[src/rtl/fetch_queue.sv]
// Instruction prefetch queue: issues sequential halfword fetches, tags returning
// data with its PC, and presents a DEPTH-entry FIFO to decode with redirect flush.
module fetch_queue #(
  parameter int              PC_W     = 32,
  parameter int              INSTR_W  = 16,
  parameter int              DEPTH    = 4,
  parameter logic [PC_W-1:0] RESET_PC = '0
) (
  input  logic                       clk_i,
  input  logic                       reset_i,
  input  logic                       redirect_valid_i,
  input  logic [PC_W-1:0]            redirect_pc_i,
  output logic                       imem_req_o,
  output logic [PC_W-1:0]            imem_addr_o,
  input  logic [INSTR_W-1:0]         imem_data_i,
  output logic                       instr_valid_o,
  output logic [INSTR_W-1:0]         instr_o,
  output logic [PC_W-1:0]            instr_pc_o,
  input  logic                       instr_ready_i,
  output logic [$clog2(DEPTH+1)-1:0] queue_count_o
);

  localparam int PTR_W = $clog2(DEPTH);
  localparam int CNT_W = $clog2(DEPTH+1);

  logic [PC_W-1:0]    pc_q, pc_d;
  logic [PC_W-1:0]    req_pc_q, req_pc_d;
  logic               inflight_q, inflight_d;
  logic [PTR_W-1:0]   wr_ptr_q, wr_ptr_d;
  logic [PTR_W-1:0]   rd_ptr_q, rd_ptr_d;
  logic [CNT_W-1:0]   count_q, count_d;
  logic [INSTR_W-1:0] instr_mem_q [DEPTH];
  logic [PC_W-1:0]    pc_mem_q    [DEPTH];

  logic [CNT_W:0] occupancy;
  logic           push;
  logic           pop;

  // Credit counts the slot reserved by the inflight response; a same-cycle pop
  // is deliberately not credited to keep the request path off instr_ready_i.
  assign occupancy  = {1'b0, count_q} + (CNT_W+1)'(inflight_q);
  assign imem_req_o = !reset_i && !redirect_valid_i && (occupancy < (CNT_W+1)'(DEPTH));
  assign push       = inflight_q && !redirect_valid_i;
  assign pop        = (count_q != '0) && instr_ready_i && !redirect_valid_i;

  always_comb begin
    pc_d       = pc_q;
    req_pc_d   = pc_q;
    inflight_d = imem_req_o;
    wr_ptr_d   = wr_ptr_q;
    rd_ptr_d   = rd_ptr_q;
    count_d    = count_q;
    if (redirect_valid_i) begin
      pc_d     = redirect_pc_i & ~PC_W'(1);
      wr_ptr_d = '0;
      rd_ptr_d = '0;
      count_d  = '0;
    end else begin
      if (imem_req_o) pc_d = pc_q + PC_W'(2);
      if (push) wr_ptr_d = wr_ptr_q + 1'b1;
      if (pop) rd_ptr_d = rd_ptr_q + 1'b1;
      case ({push, pop})
        2'b10:   count_d = count_q + 1'b1;
        2'b01:   count_d = count_q - 1'b1;
        default: count_d = count_q;
      endcase
    end
  end

  always_ff @(posedge clk_i) begin
    if (reset_i) begin
      pc_q       <= RESET_PC;
      req_pc_q   <= RESET_PC;
      inflight_q <= 1'b0;
      wr_ptr_q   <= '0;
      rd_ptr_q   <= '0;
      count_q    <= '0;
    end else begin
      pc_q       <= pc_d;
      req_pc_q   <= req_pc_d;
      inflight_q <= inflight_d;
      wr_ptr_q   <= wr_ptr_d;
      rd_ptr_q   <= rd_ptr_d;
      count_q    <= count_d;
    end
  end

  // Storage is not reset; count gating keeps stale entries invisible.
  always_ff @(posedge clk_i) begin
    if (!reset_i && push) begin
      instr_mem_q[wr_ptr_q] <= imem_data_i;
      pc_mem_q[wr_ptr_q]    <= req_pc_q;
    end
  end

  assign instr_valid_o = !reset_i && (count_q != '0);
  assign instr_o       = instr_valid_o ? instr_mem_q[rd_ptr_q] : '0;
  assign instr_pc_o    = instr_valid_o ? pc_mem_q[rd_ptr_q] : '0;
  assign queue_count_o = reset_i ? '0 : count_q;
  assign imem_addr_o   = reset_i ? RESET_PC : pc_q;

  a_no_push_when_full: assert property (@(posedge clk_i) disable iff (reset_i)
    !(push && count_q == CNT_W'(DEPTH)));

endmodule

[config.mk]
export PLATFORM = sky130hd
export DESIGN_NAME = fetch_queue
export DESIGN_NICKNAME = d
export VERILOG_FILES = /design/src/rtl/fetch_queue.sv
export SDC_FILE = /design/constraint.sdc
export NUM_CORES = 1
export LEC_CHECK = 0
export CELL_PAD_IN_SITES_DETAIL_PLACEMENT = 1
export CELL_PAD_IN_SITES_GLOBAL_PLACEMENT = 1
export CORE_MARGIN = 5
export CORE_UTILIZATION = 35
export DETAILED_ROUTE_END_ITERATION = 10
export PLACE_DENSITY_LB_ADDON = 0.1
export SLEW_MARGIN = 40
export SYNTH_ARGS = -nofsm -noshare
export SYNTH_HDL_FRONTEND = slang
export SYNTH_SLANG_ARGS = --single-unit
[constraint.sdc]
create_clock -name clk_i -period 2.9 [get_ports clk_i]
set_clock_uncertainty 0.15 [all_clocks]
set_input_delay 0.435 -clock clk_i [delete_from_list [all_inputs] [get_ports clk_i]]
set_output_delay 0.435 -clock clk_i [all_outputs]
set_load 0.01 [all_outputs]
==> results.toml, run 1 <==
[run_status]
run_status = "complete, no violations"

[layout]
nNetsFinal = 885
layout-drive-gt1-share_pct = 18.18
fill_cells = 2904
fin_cells = 1238
stdcell_area_um2 = 13360
syn2layout_area_growth_pct = 28.97

[clocking]
clk_pin_slew_ns = 0.06
numCtsBuffers = 28
clock-root-buffer = "clkbuf_16"
clock-sinks = 260
tritoncts = "yes"
cts-htree-levels = 1
clockBufferDepth = 3
clk_latency_ns = 0.53
ctsHoldBuffers = 0

[floorplan]
fp.dieH_um = 182.0
initial_core_util_pct = 35.23
dieArea_um2 = 33130
die_w_um = 182.0
io_pins = 137
rows = 63
core_um2 = 29400

[routing]
drt-total-wl_mm = 25.80
drt-pass1-iter-count = 4
drtAntennaViolNets = 0
drtIter0Drc = 266
vias = 6199
viasPerCell = 5.007
detail_route.wl_per_cell_um = 20.84
route.detailed.drc = 0

[global_route]
grtUsageTotal_pct = 15.41
grt_pass1_vias = 6767
grt_antenna_before_repair = 2
gr-total-overflow = 0
grt_pass1_wl_mm = 40.00
grt_start_max_net_pins = 69

[placed_design]
gp_congestion = 0.8118
dpl_cell_area_um2 = 12320
dp_slack_ns = 0.1101
portBuffers = 133
placed_cells = 1174
place_hpwl_mm = 17.16

[yosys]
ys.flop_type = "edfxtp_1"
yosys.cell_count.top_type = "edfxtp_1"
synth.top_cell.area_share_pct = 54.51
synth_seq_area_share_pct = 68.42
syn_area_um2 = 10360
synth.area.top_cells = "edfxtp_1, dfxtp_1, mux4_2, and2_1, nor2b_1"
synth_top_area_cell = "edfxtp_1"
synth_cell_types = 56
async_reset_ff_share_pct = 0
synthTopCellsByCount = "edfxtp_1, dfxtp_1, and2_1, mux4_2, nor2_1"
synthesis.instances = 663
synth_edf_count = 188
synth_warnings = 0
ys_ff_latch = 260
synth_area_per_cell_um2 = 15.62

[critical_path]
critPathCaptureType = "output pin"
cpMaxStageDelayCell = "mux4_2"
path_max_fanout = 3
critPathLaunchType = "flip-flop"
worstPathArrival_ns = 2.21
path_class = "reg2out"
slowest_delay_ns = 0.50
worst-endpoint-required_ns = 2.32
crit_chain = "buf_12 -> mux4_2 -> and2_1 -> clkdlybuf4s50_1"

[sta]
max-slew-margin-rel_pct = 53.01
setup_violations = 0
min_period_ns = 2.796
finalSetupTns_ns = 0
finalCritPeriodShare_pct = 96.42
setup_ws_ns = 0.1037
timing.fmax_ghz = 0.3576
worstMarginPinSlew_ns = 0.6984
grt_setup_unrepaired = "false"
slew_viol_final = 0
final_hold_viol_count = 0

[power_and_ir_drop]
total_power_w = 0.007910
power.density_nw_per_um2 = 592.2
peakVddDrop_mv = 0.3762
p_leak_nw = 4.643

[min_path]
hold_path.class = "reg2reg"

[run]
drv_cap = 0
## worst paths after layout
kind	startpoint	to	slack, ns	depth (start not counted)
worst min-delay path	req_pc_q[23]	pc_mem_q[0][23]	0.32	0
worst max register to register	count_q[2]	count_q[2]	0.58	8
worst max-delay path	flip-flop	instr_pc_o[31]	0.10	4
worst min register to register	req_pc_q[23]	pc_mem_q[0][23]	0.32	0
## cells by family after synthesis
kind of cell | count (synthesis) | share of synthesized area (%)
compound gates | 61 | 4.482
xor+xnor | 14 | 1.184
fa+ha+maj | 7 | 0.9181
buf+inv | 53 | 2.295
flops | 260 | 68.42
mux | 49 | 10.43
other cells | 1 | 0.03621
simple gates | 218 | 12.24
## flip-flops by register name, summed over array words and instances, names as in the netlist, named ones only
signal and count:
count_q 3, inflight_q 1, instr_mem_q 64, pc_mem_q 124
pc_q 31, rd_ptr_q 2, req_pc_q 31, wr_ptr_q 2
## layout make-up
| type | count | area (um^2) | area share [%] |
|---|---|---|---|
| multi-input combinational | 352 | 3062 | 22.92 |
| antenna | 1 | 2.502 | 0.01873 |
| clock buffer | 35 | 779.5 | 5.836 |
| inverter | 11 | 41.29 | 0.3091 |
| tap | 390 | 488.0 | 3.653 |
| clock inverter | 16 | 133.9 | 1.002 |
| sequential | 260 | 7092 | 53.09 |
| timing repair buffer | 173 | 1759 | 13.17 |
## report_power, final
group,internal (W),switching [W]
Clock,0.00201,0.00144
Combinational,0.000181,0.000168
Sequential,0.00404,0.0000699
Total,0.00624,0.00167
## placed cells by master (no fill, tap or decap), drive strengths merged, types with 2 or more instances in the layout
| master | count |
|---|---|
| xnor2 | 6 |
| nor2 | 38 |
| a211oi | 9 |
| o31ai | 6 |
| or3 | 8 |
| dfxtp | 72 |
| a21oi | 6 |
| dlygate4sd2 | 44 |
| ha | 6 |
| mux4 | 47 |
| nand3 | 15 |
| or4b | 3 |
| edfxtp | 188 |
| nand2 | 21 |
| conb | 2 |
| o31a | 2 |
| clkbuf | 37 |
| xor2 | 8 |
| and4 | 5 |
| o211ai | 4 |
| nor2b | 30 |
| o21ai | 6 |
| a31oi | 6 |
| inv | 15 |
| buf | 41 |
| and2 | 51 |
| nor4 | 3 |
| nand4 | 16 |
| and3 | 8 |
| clkdlybuf4s50 | 86 |
| clkinv | 9 |
| clkinvlp | 2 |
| a311oi | 11 |
| nor3b | 2 |
| or4 | 11 |
| o41ai | 2 |
| nor3 | 5 |
## critical path, delay by kind of cell (launching register included)
kind / cells / cell delay (ns)
buffers and inverters: 2 / 0.60
flip-flops: 1 / 0.39
multiplexers: 1 / 0.50
AND/OR/NAND/NOR: 1 / 0.18
## metal layers
layer	up-vias	track usage [%]	part of all wire (%)
met5	-	0	0
met4	0	3.422	1.7
met3	31	2.504	4.2
met2	140	26.52	50
met1	3129	20.64	44
li1	2899	-	-
## what timing repair did
item,4_1_cts,5_1_grt
gates resized for setup,53,2
pin swaps,1,1
endpoints found under the hold margin,0,0
cloned,2,0
setup endpoints to repair,48,3
buffers inserted,6,4
## per-stage QoR
stage,hold WS (ns),util [%]
2_1_floorplan,0.2883,-
3_3_place_gp,0.2946,41.84
3_5_place_dp,0.3137,41.89
4_1_cts,0.3075,45.36
5_1_grt,0.3291,45.43
6_report,0.3243,45.43
Power figures use the tool's default switching activity.
==> inputs of run 2 (changes only) <==
--- a/config.mk
+++ b/config.mk
@@ -5,11 +5,13 @@
 export SDC_FILE = /design/constraint.sdc
 export NUM_CORES = 1
 export LEC_CHECK = 0
+export CAP_MARGIN = 20
 export CELL_PAD_IN_SITES_DETAIL_PLACEMENT = 1
 export CELL_PAD_IN_SITES_GLOBAL_PLACEMENT = 1
 export CORE_MARGIN = 5
 export CORE_UTILIZATION = 35
 export DETAILED_ROUTE_END_ITERATION = 10
+export GPL_ROUTABILITY_DRIVEN = 0
 export PLACE_DENSITY_LB_ADDON = 0.1
 export SLEW_MARGIN = 40
 export SYNTH_ARGS = -nofsm -noshare
==> results of run 2 <==
No change in the layout: final DEF, timing and power equal those of run 1.
==> inputs of run 3 (changes only) <==
--- a/config.mk
+++ b/config.mk
@@ -13,7 +13,7 @@
 export DETAILED_ROUTE_END_ITERATION = 10
 export GPL_ROUTABILITY_DRIVEN = 0
 export PLACE_DENSITY_LB_ADDON = 0.1
-export SLEW_MARGIN = 40
+export SLEW_MARGIN = 20
 export SYNTH_ARGS = -nofsm -noshare
 export SYNTH_HDL_FRONTEND = slang
 export SYNTH_SLANG_ARGS = --single-unit
==> results.toml, run 3 (synthesis gave the netlist of run 1 again) <==
[run_status]
run_status = "complete, no violations"

[critical_path]
r2r_cells = 9
r2r_slack_ns = 0.44
critPathCaptureType = "output pin"
critPathLaunchType = "flip-flop"
worst-endpoint-required_ns = 2.32
path_class = "reg2out"
path_max_fanout = 3
critical_path.reg2reg.endpoint = "count_q[2]"
crit_path_end = "instr_pc_o[31]"
r2r_start = "count_q[2]"
worstPathArrival_ns = 2.21

[global_route]
grtUsageTotal_pct = 16.11
grt_antenna_before_repair = 1
grt_start_max_net_pins = 69
grt_pass1_wl_mm = 41.41
grt_pass1_vias = 6865
gr-total-overflow = 0

[floorplan]
io_pins = 137
core_um2 = 29400
fp.dieH_um = 182.0
dieArea_um2 = 33130
rows = 63
initial_core_util_pct = 35.23
die_w_um = 182.0

[placed_design]
place_hpwl_mm = 17.01
portBuffers = 133
dpl_cell_area_um2 = 12300

[min_path]
hold_path.class = "reg2reg"

[layout]
syn2layout_area_growth_pct = 30.10
nNetsFinal = 888
diodes = 0
largest_reg_flops = 124
mostFrequentLayoutCell = "edfxtp_1"
top_regs = "pc_mem_q (124), instr_mem_q (64)"
regMostFlops = "pc_mem_q"
final_cell_mix = "edfxtp_1, clkdlybuf4s50_1, dfxtp_1"
stdcell_area_um2 = 13480
layout-drive-gt1-share_pct = 18.33

[power_and_ir_drop]
peakVddDrop_mv = 0.4343
p_leak_nw = 4.703
power.density_nw_per_um2 = 612.0

[routing]
drt-pass1-iter-count = 4
route.detailed.drc = 0
drt-total-wl_mm = 26.69
viasPerCell = 5.042
detail_route.wl_per_cell_um = 21.51
drtAntennaViolNets = 0
drtIter0Drc = 299
vias = 6257

[clocking]
numCtsBuffers = 28
clock-sinks = 260
ctsHoldBuffers = 0
clock-root-buffer = "clkbuf_16"
cts-htree-levels = 1
clockBufferDepth = 3
clk_pin_slew_ns = 0.06
tritoncts = "yes"
clk_latency_ns = 0.53

[sta]
max-slew-margin-rel_pct = 54.16
min_period_ns = 2.800
finalSetupTns_ns = 0
worstMarginPinSlew_ns = 0.6813
slew_viol_final = 0
timing.fmax_ghz = 0.3572
setup_violations = 0
grt_setup_unrepaired = "false"
hold-worst-slack_ns = 0.3180
final_hold_viol_count = 0
finalCritPeriodShare_pct = 96.54

[run]
drv_cap = 0
## run 3: cell types whose count changed in the layout (fill, tap and decap cells not counted), moves of 2 or more
cell,before,now
buf_4,23,25
bufinv_16,1,5
clkbuf_1,4,0
clkbuf_2,2,0
clkbuf_8,1,3
clkinv_1,0,4
dlygate4sd2_1,44,46
inv_6,3,1
nor2_4,1,4
## run 3: power by group
group / internal [W] / switching [W]
Clock: 0.00234 / 0.00144
Combinational: 0.000183 / 0.000173
Sequential: 0.00404 / 0.0000704
## run 3: metal layers
layer,GRT usage [%],wire (um),vias to the layer above,share of wire (%)
li1,-,-,2902,-
met1,21.35,11650,3186,44
met2,28.12,13440,131,50
met3,2.324,1113,38,4.2
met4,3.723,482,0,1.8
met5,0,0,-,0
## run 3: layout make-up
cell class / count / area [um^2]
Multi-Input combinational cell: 354 / 3089
Tap cell: 390 / 488.0
Inverter: 11 / 41.29
Clock buffer: 32 / 767.0
Clock inverter: 20 / 231.5
Fill cell: 2902 / 15930
Timing Repair Buffer: 174 / 1767
Sequential cell: 260 / 7092
## run 3: timing repair
action,4_1_cts,5_1_grt
gates cloned,4,0
buffers inserted,10,2
setup endpoints to repair,48,1
pin swaps,3,1
resized for setup,55,0
## run 3: how the worst min path moves through the flow
stage | slack [ns] | endpoint | from | cells past startpoint
final | 0.32 | pc_mem_q[2][6] | req_pc_q[6] | 0
after floorplan | 0.29 | pc_mem_q[0][10] | req_pc_q[10] | 0
after detailed placement | 0.31 | pc_mem_q[2][27] | req_pc_q[27] | 0
after global placement | 0.29 | pc_mem_q[0][26] | req_pc_q[26] | 0
after CTS | 0.31 | pc_q[3] | redirect_pc_i[3] | 3
after global routing | 0.34 | pc_mem_q[0][14] | req_pc_q[14] | 0
## run 3: through the flow
stage	std cells	worst slack, ns	power (W)	utilization [%]
after global routing	1241	0.006280	0.008566	45.83
after global placement	1173	0.03976	0.004529	41.84
after floorplan	664	0.3290	0.004325	-
after detailed placement	1173	0.006040	0.004545	41.84
after CTS	1239	0.01304	0.008354	45.78
final	1241	0.1004	0.008247	45.83
## run 3: critical path, stage by stage (launching register included)
cell and delay, ns:
dfxtp_4 0.36, buf_4 0.16, mux4_2 0.51, and2_1 0.18
clkdlybuf4s50_1 0.47
